==> src/rtl/pipe_stage_elastic_if.sv <==
// Valid/ready handshake bundle for one elastic pipeline stage.
// The upstream side (in_*) and downstream side (out_*) travel together so
// the instantiating stage wires a single bundle per pipeline boundary.
interface pipe_stage_elastic_if #(
   parameter int WIDTH = 32
);
   logic             in_valid;
   logic             in_ready;
   logic [WIDTH-1:0] in_data;
   logic             out_valid;
   logic             out_ready;
   logic [WIDTH-1:0] out_data;

   // Seen from the stage itself.
   modport slave (
      input  in_valid,
      input  in_data,
      input  out_ready,
      output in_ready,
      output out_valid,
      output out_data
   );

   // Seen from the surrounding producer/consumer.
   modport master (
      output in_valid,
      output in_data,
      output out_ready,
      input  in_ready,
      input  out_valid,
      input  out_data
   );
endinterface

==> src/rtl/pipe_stage_elastic.sv <==
// Elastic pipeline-stage register with a two-entry skid buffer.
// The main entry drives the downstream side; the skid entry absorbs the one
// payload that can arrive after backpressure appears, so in_ready never
// depends combinationally on out_ready. A flush squashes both entries to the
// NOP payload. Two saturating counters profile stall and flush activity.
module pipe_stage_elastic #(
   parameter int               WIDTH = 32,
   parameter logic [WIDTH-1:0] NOP   = {WIDTH{1'b0}},
   parameter int               CNT_W = 16
) (
   input  logic                   clk,
   input  logic                   clr,
   input  logic                   flush,
   pipe_stage_elastic_if.slave    bus,
   output logic [1:0]             occupancy,
   output logic [CNT_W-1:0]       stall_cnt,
   output logic [CNT_W-1:0]       flush_cnt
);

   // Encoding equals the number of held entries, so it doubles as occupancy.
   typedef enum logic [1:0] {
      ST_EMPTY = 2'd0,
      ST_ONE   = 2'd1,
      ST_FULL  = 2'd2
   } state_e;

   localparam logic [CNT_W-1:0] CNT_MAX = {CNT_W{1'b1}};
   localparam logic [CNT_W-1:0] CNT_ONE = {{(CNT_W-1){1'b0}}, 1'b1};

   state_e           state_q,     state_d;
   logic [WIDTH-1:0] main_q,      main_d;
   logic [WIDTH-1:0] skid_q,      skid_d;
   logic             out_valid_q, out_valid_d;
   logic             in_ready_q,  in_ready_d;
   logic [CNT_W-1:0] stall_q,     stall_d;
   logic [CNT_W-1:0] flush_q,     flush_d;

   logic in_fire_s;
   logic out_fire_s;
   logic stall_inc_s;
   logic flush_inc_s;

   // Handshake qualifiers use only registered ready/valid plus the raw inputs.
   assign in_fire_s   = bus.in_valid & in_ready_q & ~flush;
   assign out_fire_s  = out_valid_q & bus.out_ready;
   assign stall_inc_s = out_valid_q & ~bus.out_ready;
   assign flush_inc_s = flush & (state_q != ST_EMPTY);

   // Next-state and entry-data selection; flush overrides the handshake.
   always_comb begin
      state_d = state_q;
      main_d  = main_q;
      skid_d  = skid_q;
      if (flush) begin
         state_d = ST_EMPTY;
         main_d  = NOP;
         skid_d  = NOP;
      end else begin
         case (state_q)
            ST_EMPTY: begin
               if (in_fire_s) begin
                  main_d  = bus.in_data;
                  state_d = ST_ONE;
               end else begin
                  main_d  = NOP;
               end
            end
            ST_ONE: begin
               if (in_fire_s && out_fire_s) begin
                  main_d  = bus.in_data;
               end else if (in_fire_s) begin
                  skid_d  = bus.in_data;
                  state_d = ST_FULL;
               end else if (out_fire_s) begin
                  main_d  = NOP;
                  state_d = ST_EMPTY;
               end else begin
                  state_d = ST_ONE;
               end
            end
            ST_FULL: begin
               // in_ready is low here, so only the drain side can move.
               if (out_fire_s) begin
                  main_d  = skid_q;
                  skid_d  = NOP;
                  state_d = ST_ONE;
               end else begin
                  state_d = ST_FULL;
               end
            end
            default: begin
               state_d = ST_EMPTY;
               main_d  = NOP;
               skid_d  = NOP;
            end
         endcase
      end
   end

   // Registered handshake outputs are decoded from the upcoming state.
   always_comb begin
      out_valid_d = (state_d != ST_EMPTY);
      in_ready_d  = (state_d != ST_FULL);
   end

   // Saturating profiling counters; flush never clears them.
   always_comb begin
      stall_d = stall_q;
      flush_d = flush_q;
      if (stall_inc_s && (stall_q != CNT_MAX)) begin
         stall_d = stall_q + CNT_ONE;
      end else begin
         stall_d = stall_q;
      end
      if (flush_inc_s && (flush_q != CNT_MAX)) begin
         flush_d = flush_q + CNT_ONE;
      end else begin
         flush_d = flush_q;
      end
   end

   // State, entry and counter registers with synchronous clear.
   always_ff @(posedge clk) begin
      if (clr) begin
         state_q     <= ST_EMPTY;
         main_q      <= NOP;
         skid_q      <= NOP;
         out_valid_q <= 1'b0;
         in_ready_q  <= 1'b1;
         stall_q     <= {CNT_W{1'b0}};
         flush_q     <= {CNT_W{1'b0}};
      end else begin
         state_q     <= state_d;
         main_q      <= main_d;
         skid_q      <= skid_d;
         out_valid_q <= out_valid_d;
         in_ready_q  <= in_ready_d;
         stall_q     <= stall_d;
         flush_q     <= flush_d;
      end
   end

   assign bus.in_ready  = in_ready_q;
   assign bus.out_valid = out_valid_q;
   assign bus.out_data  = main_q;
   assign occupancy     = state_q;
   assign stall_cnt     = stall_q;
   assign flush_cnt     = flush_q;

endmodule
==> src/flat_wrapper.sv <==
// flat-port wrapper written by rule: the top's interface ports become plain ports
module pipe_stage_elastic_flat 
#(
   parameter int               WIDTH = 32,
   parameter logic [WIDTH-1:0] NOP   = {WIDTH{1'b0}},
   parameter int               CNT_W = 16
)
  (clk, clr, flush, occupancy, stall_cnt, flush_cnt, bus_in_valid, bus_in_data, bus_out_ready, bus_in_ready, bus_out_valid, bus_out_data);
  pipe_stage_elastic_if #(.WIDTH(WIDTH)) bus_i ();
  input  logic clk;
  input  logic clr;
  input  logic flush;
  output logic [1:0] occupancy;
  output logic [CNT_W-1:0] stall_cnt;
  output logic [CNT_W-1:0] flush_cnt;
  input wire logic [$bits(bus_i.in_valid)-1:0] bus_in_valid;
  input wire logic [$bits(bus_i.in_data)-1:0] bus_in_data;
  input wire logic [$bits(bus_i.out_ready)-1:0] bus_out_ready;
  output wire logic [$bits(bus_i.in_ready)-1:0] bus_in_ready;
  output wire logic [$bits(bus_i.out_valid)-1:0] bus_out_valid;
  output wire logic [$bits(bus_i.out_data)-1:0] bus_out_data;
  assign bus_i.in_valid = bus_in_valid;
  assign bus_i.in_data = bus_in_data;
  assign bus_i.out_ready = bus_out_ready;
  assign bus_in_ready = bus_i.in_ready;
  assign bus_out_valid = bus_i.out_valid;
  assign bus_out_data = bus_i.out_data;
  pipe_stage_elastic #(.WIDTH(WIDTH), .NOP(NOP), .CNT_W(CNT_W)) u_core (.clk(clk), .clr(clr), .flush(flush), .bus(bus_i), .occupancy(occupancy), .stall_cnt(stall_cnt), .flush_cnt(flush_cnt));
endmodule
==> config.mk <==
export PLATFORM = sky130hd
export DESIGN_NAME = pipe_stage_elastic_flat
export DESIGN_NICKNAME = d
export VERILOG_FILES = /design/src/rtl/pipe_stage_elastic_if.sv /design/src/rtl/pipe_stage_elastic.sv /design/src/flat_wrapper.sv
export SDC_FILE = /design/constraint.sdc
export NUM_CORES = 1
export LEC_CHECK = 0
export ABC_AREA = 1
export CORE_MARGIN = 5
export CORE_UTILIZATION = 46
export CTS_CLUSTER_DIAMETER = 30
export CTS_CLUSTER_SIZE = 24
export DETAILED_ROUTE_END_ITERATION = 8
export PLACE_DENSITY = 0.77
export SLEW_MARGIN = 20
export SYNTH_ARGS = -nofsm -noshare
export SYNTH_HDL_FRONTEND = slang
export SYNTH_SLANG_ARGS = --single-unit
==> constraint.sdc <==
create_clock -name clk -period 1.65 [get_ports clk]
set_clock_uncertainty 0.05 [all_clocks]
set_input_delay 0.495 -clock clk [delete_from_list [all_inputs] [get_ports clk]]
set_output_delay 0.495 -clock clk [all_outputs]
set_load 0.03 [all_outputs]
* Word level (Yosys, flattened, before mapping)
Cells that the tools add are included.
** Word-level totals
- Flip-flop bits (word level) :: 100
** Cells by class
- Add/subtract/negate cells :: 2
- Eq/ne operators :: 10
- Muxes and demuxes :: 16
- Bitwise operators :: 8
- Reductions and logical operators :: 9
** Operator list (count)
- two-way mux 32 bit :: 7
- one-hot mux 32 bit (3 select lines) :: 2
- adder 16 x 1 -> 16 bit, second input constant :: 2
- inequality test 16 bit, second input constant :: 2
- two-way mux 2 bit :: 5
- one-hot mux 2 bit (3 select lines) :: 1
- bitwise AND 1 bit :: 5
- inequality test 2 x 1 -> 1 bit, second input constant :: 2
- inequality test 2 bit, second input constant :: 2
- AND reduction 4 bit :: 1
- nonzero test 2 bit :: 2
- logical AND 1 bit :: 3
- inequality test 3 x 1 -> 1 bit, second input constant :: 1
- inequality test 3 bit, second input constant :: 1
- inverter 1 bit :: 3
- AND reduction 3 bit :: 1
- equality test 2 x 1 -> 1 bit, second input constant :: 1
- equality test 2 bit, second input constant :: 1
- zero test 2 bit :: 1
- OR reduction 2 bit :: 1
- two-way mux 1 bit :: 1

* Depth between registers and ports, before layout
- Word-level depth :: 7
- Mapped depth :: 10
- Depth with buffers taken out :: 10

* Worst setup path after synthesis
Ideal clock, no wire load.
- Path type :: register -> register
- From :: register u_core.stall_q[0], in the netlist u_core.stall_cnt[0]
- To :: register u_core.stall_q[11], in the netlist u_core.stall_cnt[11]
- Setup time :: 0.070 ns
- Arrival time :: 1.657 ns
- Slack :: -0.127 ns
- Cell stages (with the launch flop) :: 9
- Buffers on the path :: 1
- Path through :: dfxtp_1 ha_1 nand3_1 inv_1 nand2_1 o21ai_0 buf_2 nand2_1 a21oi_1
** On the way
- Word-level cells in the longest chain between the ends :: 2
- Elaborated cells on any way between the ends :: 3
- Those cells by class :: add/sub (1); eq/ne (1); reduce/logical (1)
** RTL lines
- start, declared :: RTL line pipe_stage_elastic.sv:35 : logic [CNT_W-1:0] stall_q, stall_d;
- start signal, assigned :: RTL line pipe_stage_elastic.sv:130 : stall_q <= {CNT_W{1'b0}};
- start signal, assigned :: RTL line pipe_stage_elastic.sv:138 : stall_q <= stall_d;
- branches (longest 2 deep; another with adder 16 x 1 -> 16 bit)
Several ways; the timed one is not identified.
A chain may end at the register's enable or synchronous reset.

* Final worst setup path
- From :: register u_core.out_valid_q, in the netlist u_core.bus.out_valid
- To :: output bus_out_valid
** RTL lines
- start, declared :: RTL line pipe_stage_elastic.sv:33 : logic out_valid_q, out_valid_d;
- start signal, assigned :: RTL line pipe_stage_elastic.sv:136 : out_valid_q <= out_valid_d;
- end, declared :: RTL line flat_wrapper.sv:20 : output wire logic [$bits(bus_i.out_valid)-1:0] bus_out_valid;
No word-level cell between the ends.

==> results.sh <==
export IMPL_p_leak_nw=2.86
export IMPL_drt_initial_drc_count=266
export IMPL_synthesis_nets=755
export IMPL_synth_edf_count=0
export IMPL_grt_pass1_vias=4933
export IMPL_synth_top_cells_by_count="nand2_1, dfxtp_1, nor2_1"
export IMPL_ioPinCount=105
export IMPL_maxSlewViolCount=0
export IMPL_max_freq_ghz=0.618
export IMPL_p_int_w=0.00353
export IMPL_hold_path_depth=2
export IMPL_numCtsBuffers=9
export IMPL_grt_antenna_before_repair=0
export IMPL_p_seq_frac=0.526
export IMPL_clkTransAtPathRegs_ps=100
export IMPL_yosys_area_top_type="dfxtp_1"
export IMPL_min_delay_path_class="flop to flop"
export IMPL_end_kind="output pin"
export IMPL_critical_path_slowest_cell="dfxtp_1"
export IMPL_synthCells=716
export IMPL_holdCritStartpoint="u_core.bus.out_data[19]"
export IMPL_setup_violations=0
export IMPL_wl_met1_um=5860
export IMPL_finalCriticalPeriod_ps=1620
export IMPL_fin_area_um2=6570
export IMPL_synth_ff_type="dfxtp_1"
export IMPL_area_growth_pct=41.2
export IMPL_gp_congestion=0.839
export IMPL_vias_per_cell=4.98
export IMPL_die_x_um=111
export IMPL_htree_levels=3
export IMPL_r2r_cells=9
export IMPL_synth_top_area_share=0.430
export IMPL_start_util=0.474
export IMPL_timing_critical_path_max_delay_family="flip-flops"
export IMPL_drcViolationCount=0
export IMPL_max_stage_delay_ps=390
export IMPL_p_switching_w=0.00113
export IMPL_wl_met3_um=692
export IMPL_wl_met2_um=6460
export IMPL_cts_root_buf="clkbuf_8"
export IMPL_grt_pass1_wl_um=22700
export IMPL_top_layer="met4"
export IMPL_synthArstFlopShare=0
export IMPL_synth_area_per_cell_um2=6.50
export IMPL_synth_seq_cells=100
export IMPL_ys_types=22
export IMPL_diodes=0
export IMPL_die_h_um=111
export IMPL_grt_start_max_net_pins=26
export IMPL_r2r_end="u_core.flush_cnt[1]"
export IMPL_path_buf_inv=1
export IMPL_core_region_area_um2=9820
export IMPL_status="complete, no violations"
export IMPL_drive_gt1_frac=0.224
export IMPL_ys_seq_area_frac=0.430
export IMPL_clkLatencyLatePin_ps=360
export IMPL_avgRoutedWirePerCell_um=13.0
export IMPL_dieArea_um2=12200
export IMPL_place_hpwl_um=9700
export IMPL_worst_setup_path_start_kind="flop"
export IMPL_vias=5045
export IMPL_peakVddDrop_mv=0.536
export IMPL_pwr_share_clk=0.385
export IMPL_fin_crit_sh=0.981
export IMPL_clockBufferDepth=2
export IMPL_cp_arrival_ps=1070
export IMPL_track_usage=0.215
export IMPL_grt_overflow_total=0
export IMPL_p_sw_frac=0.243
export IMPL_cts_sinks=100
export IMPL_crit_start="u_core.bus.out_valid"
export IMPL_relSlewSlack=0.787
export IMPL_port_buffers=104
export IMPL_hold_viol_final=0
export IMPL_worstSetupPathType="flop to output pin"
export IMPL_fill_cells=878
export IMPL_synth_area_leaders="dfxtp_1, nand2_1, nor2_1"
export IMPL_crit_chain="clkdlybuf4s18_2"
export IMPL_cts_tree="yes"
export IMPL_placed_cell_area_um2=6270
export IMPL_first_pass_iters=4
export IMPL_tightest_slew_ps=319
export IMPL_hold_slack_ps=406
export IMPL_required_ps=1100
export IMPL_netlist_area_um2=4650
export IMPL_r2r_start="u_core.flush_cnt[1]"
export IMPL_ctsHoldBuffers=0
export IMPL_ys_warnings_count=0
export IMPL_yosysMostFrequentCell="nand2_1"
export IMPL_detail_route_antenna_nets=0
export IMPL_cp_endpoint="bus_out_valid"
export IMPL_num_rows=36
export IMPL_p_per_area_nw_per_um2=710
export IMPL_cp_max_fo=3
export IMPL_comb_power_share=0.089
export IMPL_wirelength_um=13200
export IMPL_maxCapViolations=0
export IMPL_critical_path_depth=1
export IMPL_nets=914
export IMPL_r2r_slack_ps=90
-- flip-flops by register name (all words and copies together), names as in the netlist --
| signal | flops |
|---|---|
| u_core.bus.out_valid | 1 |
| u_core.bus.in_ready | 1 |
| u_core.bus.out_data | 32 |
| u_core.skid_q | 32 |
| u_core.stall_cnt | 16 |
| u_core.occupancy | 2 |
| u_core.flush_cnt | 16 |
-- through the flow --
stage	cells	setup slack [ps]	utilization	setup TNS [ps]	power, W
after floorplan	716	11.0	-	0	0.00269
after global placement	994	-498	0.639	-40940	0.00291
after detailed placement	994	-540	0.639	-45410	0.00292
after CTS	1011	0.142	0.670	0	0.00469
after global routing	1013	-3.86	0.669	-4.45	0.00483
final	1013	31.9	0.669	0	0.00467
-- layout by cell type (no fill, tap or decap), types with 3 or more instances in the layout --
cell type	instances
a21oi_1	58
o21ai_0	41
dfxtp_2	8
xnor2_1	6
buf_4	79
clkdlybuf4s15_2	25
nor3_1	4
nor2_1	70
nand4_1	9
nand2_1	254
xor2_1	6
buf_2	3
clkbuf_8	10
clkdlybuf4s50_1	33
nor2_2	10
buf_6	8
nor2_4	5
o21ai_1	26
inv_2	4
nand3_1	20
dfxtp_1	91
nand2_2	3
inv_1	59
buf_12	3
clkbuf_2	21
-- cell type report --
| cell class | instances | area, µm² | area share |
|---|---|---|---|
| Clock inverter | 6 | 95.1 | 0.0145 |
| Clock buffer | 10 | 138 | 0.0209 |
| Multi-Input combinational cell | 522 | 2380 | 0.363 |
| Sequential cell | 100 | 2020 | 0.307 |
| Timing Repair Buffer | 178 | 1530 | 0.233 |
| Tap cell | 133 | 166 | 0.0253 |
| Inverter | 64 | 240 | 0.0366 |
-- power by group through the flow --
stage	clock, W	sequential (W)	combinational (W)
after floorplan	0	0.00254	0.000148
after global placement	0	0.00251	0.000401
after detailed placement	0	0.00251	0.000409
after CTS	0.00183	0.00245	0.000411
after global routing	0.00192	0.00246	0.000452
final	0.00180	0.00245	0.000416
-- what timing repair did --
| item | 4_1_cts | 5_1_grt |
|---|---|---|
| gates cloned | 1 | 0 |
| pin swaps | 2 | 3 |
| setup buffers | 0 | 2 |
| resized for setup | 148 | 58 |
| setup endpoints to repair | 141 | 106 |
-- kinds of logic (layout without fill, tap and decap cells) --
| kind of cell | Yosys count | in the layout | share of synthesized area |
|---|---|---|---|
| flops | 100 | 100 | 0.430 |
| simple gates | 379 | 379 | 0.321 |
| compound gates | 129 | 129 | 0.140 |
| fa+ha+maj | 2 | 2 | 0.00538 |
| buf+inv | 94 | 258 | 0.0812 |
| xor+xnor | 12 | 12 | 0.0226 |
-- how the worst min path moves through the flow --
stage                                   end  slack [ps]
floorplan                  u_core.skid_q[2]         390
global placement    u_core.bus.out_data[25]         390
detailed placement  u_core.bus.out_data[20]         390
CTS                 u_core.bus.out_data[19]         410
global route        u_core.bus.out_data[29]         430
finish              u_core.bus.out_data[19]         410
-- routing by layer --
layer  vias to the layer above  global-route usage
met1                      2323               0.263
li1                       2566                   -
met5                         -                   0
met2                       138               0.379
met4                         0              0.0722
met3                        18              0.0410
Power figures use the tool's default switching activity.
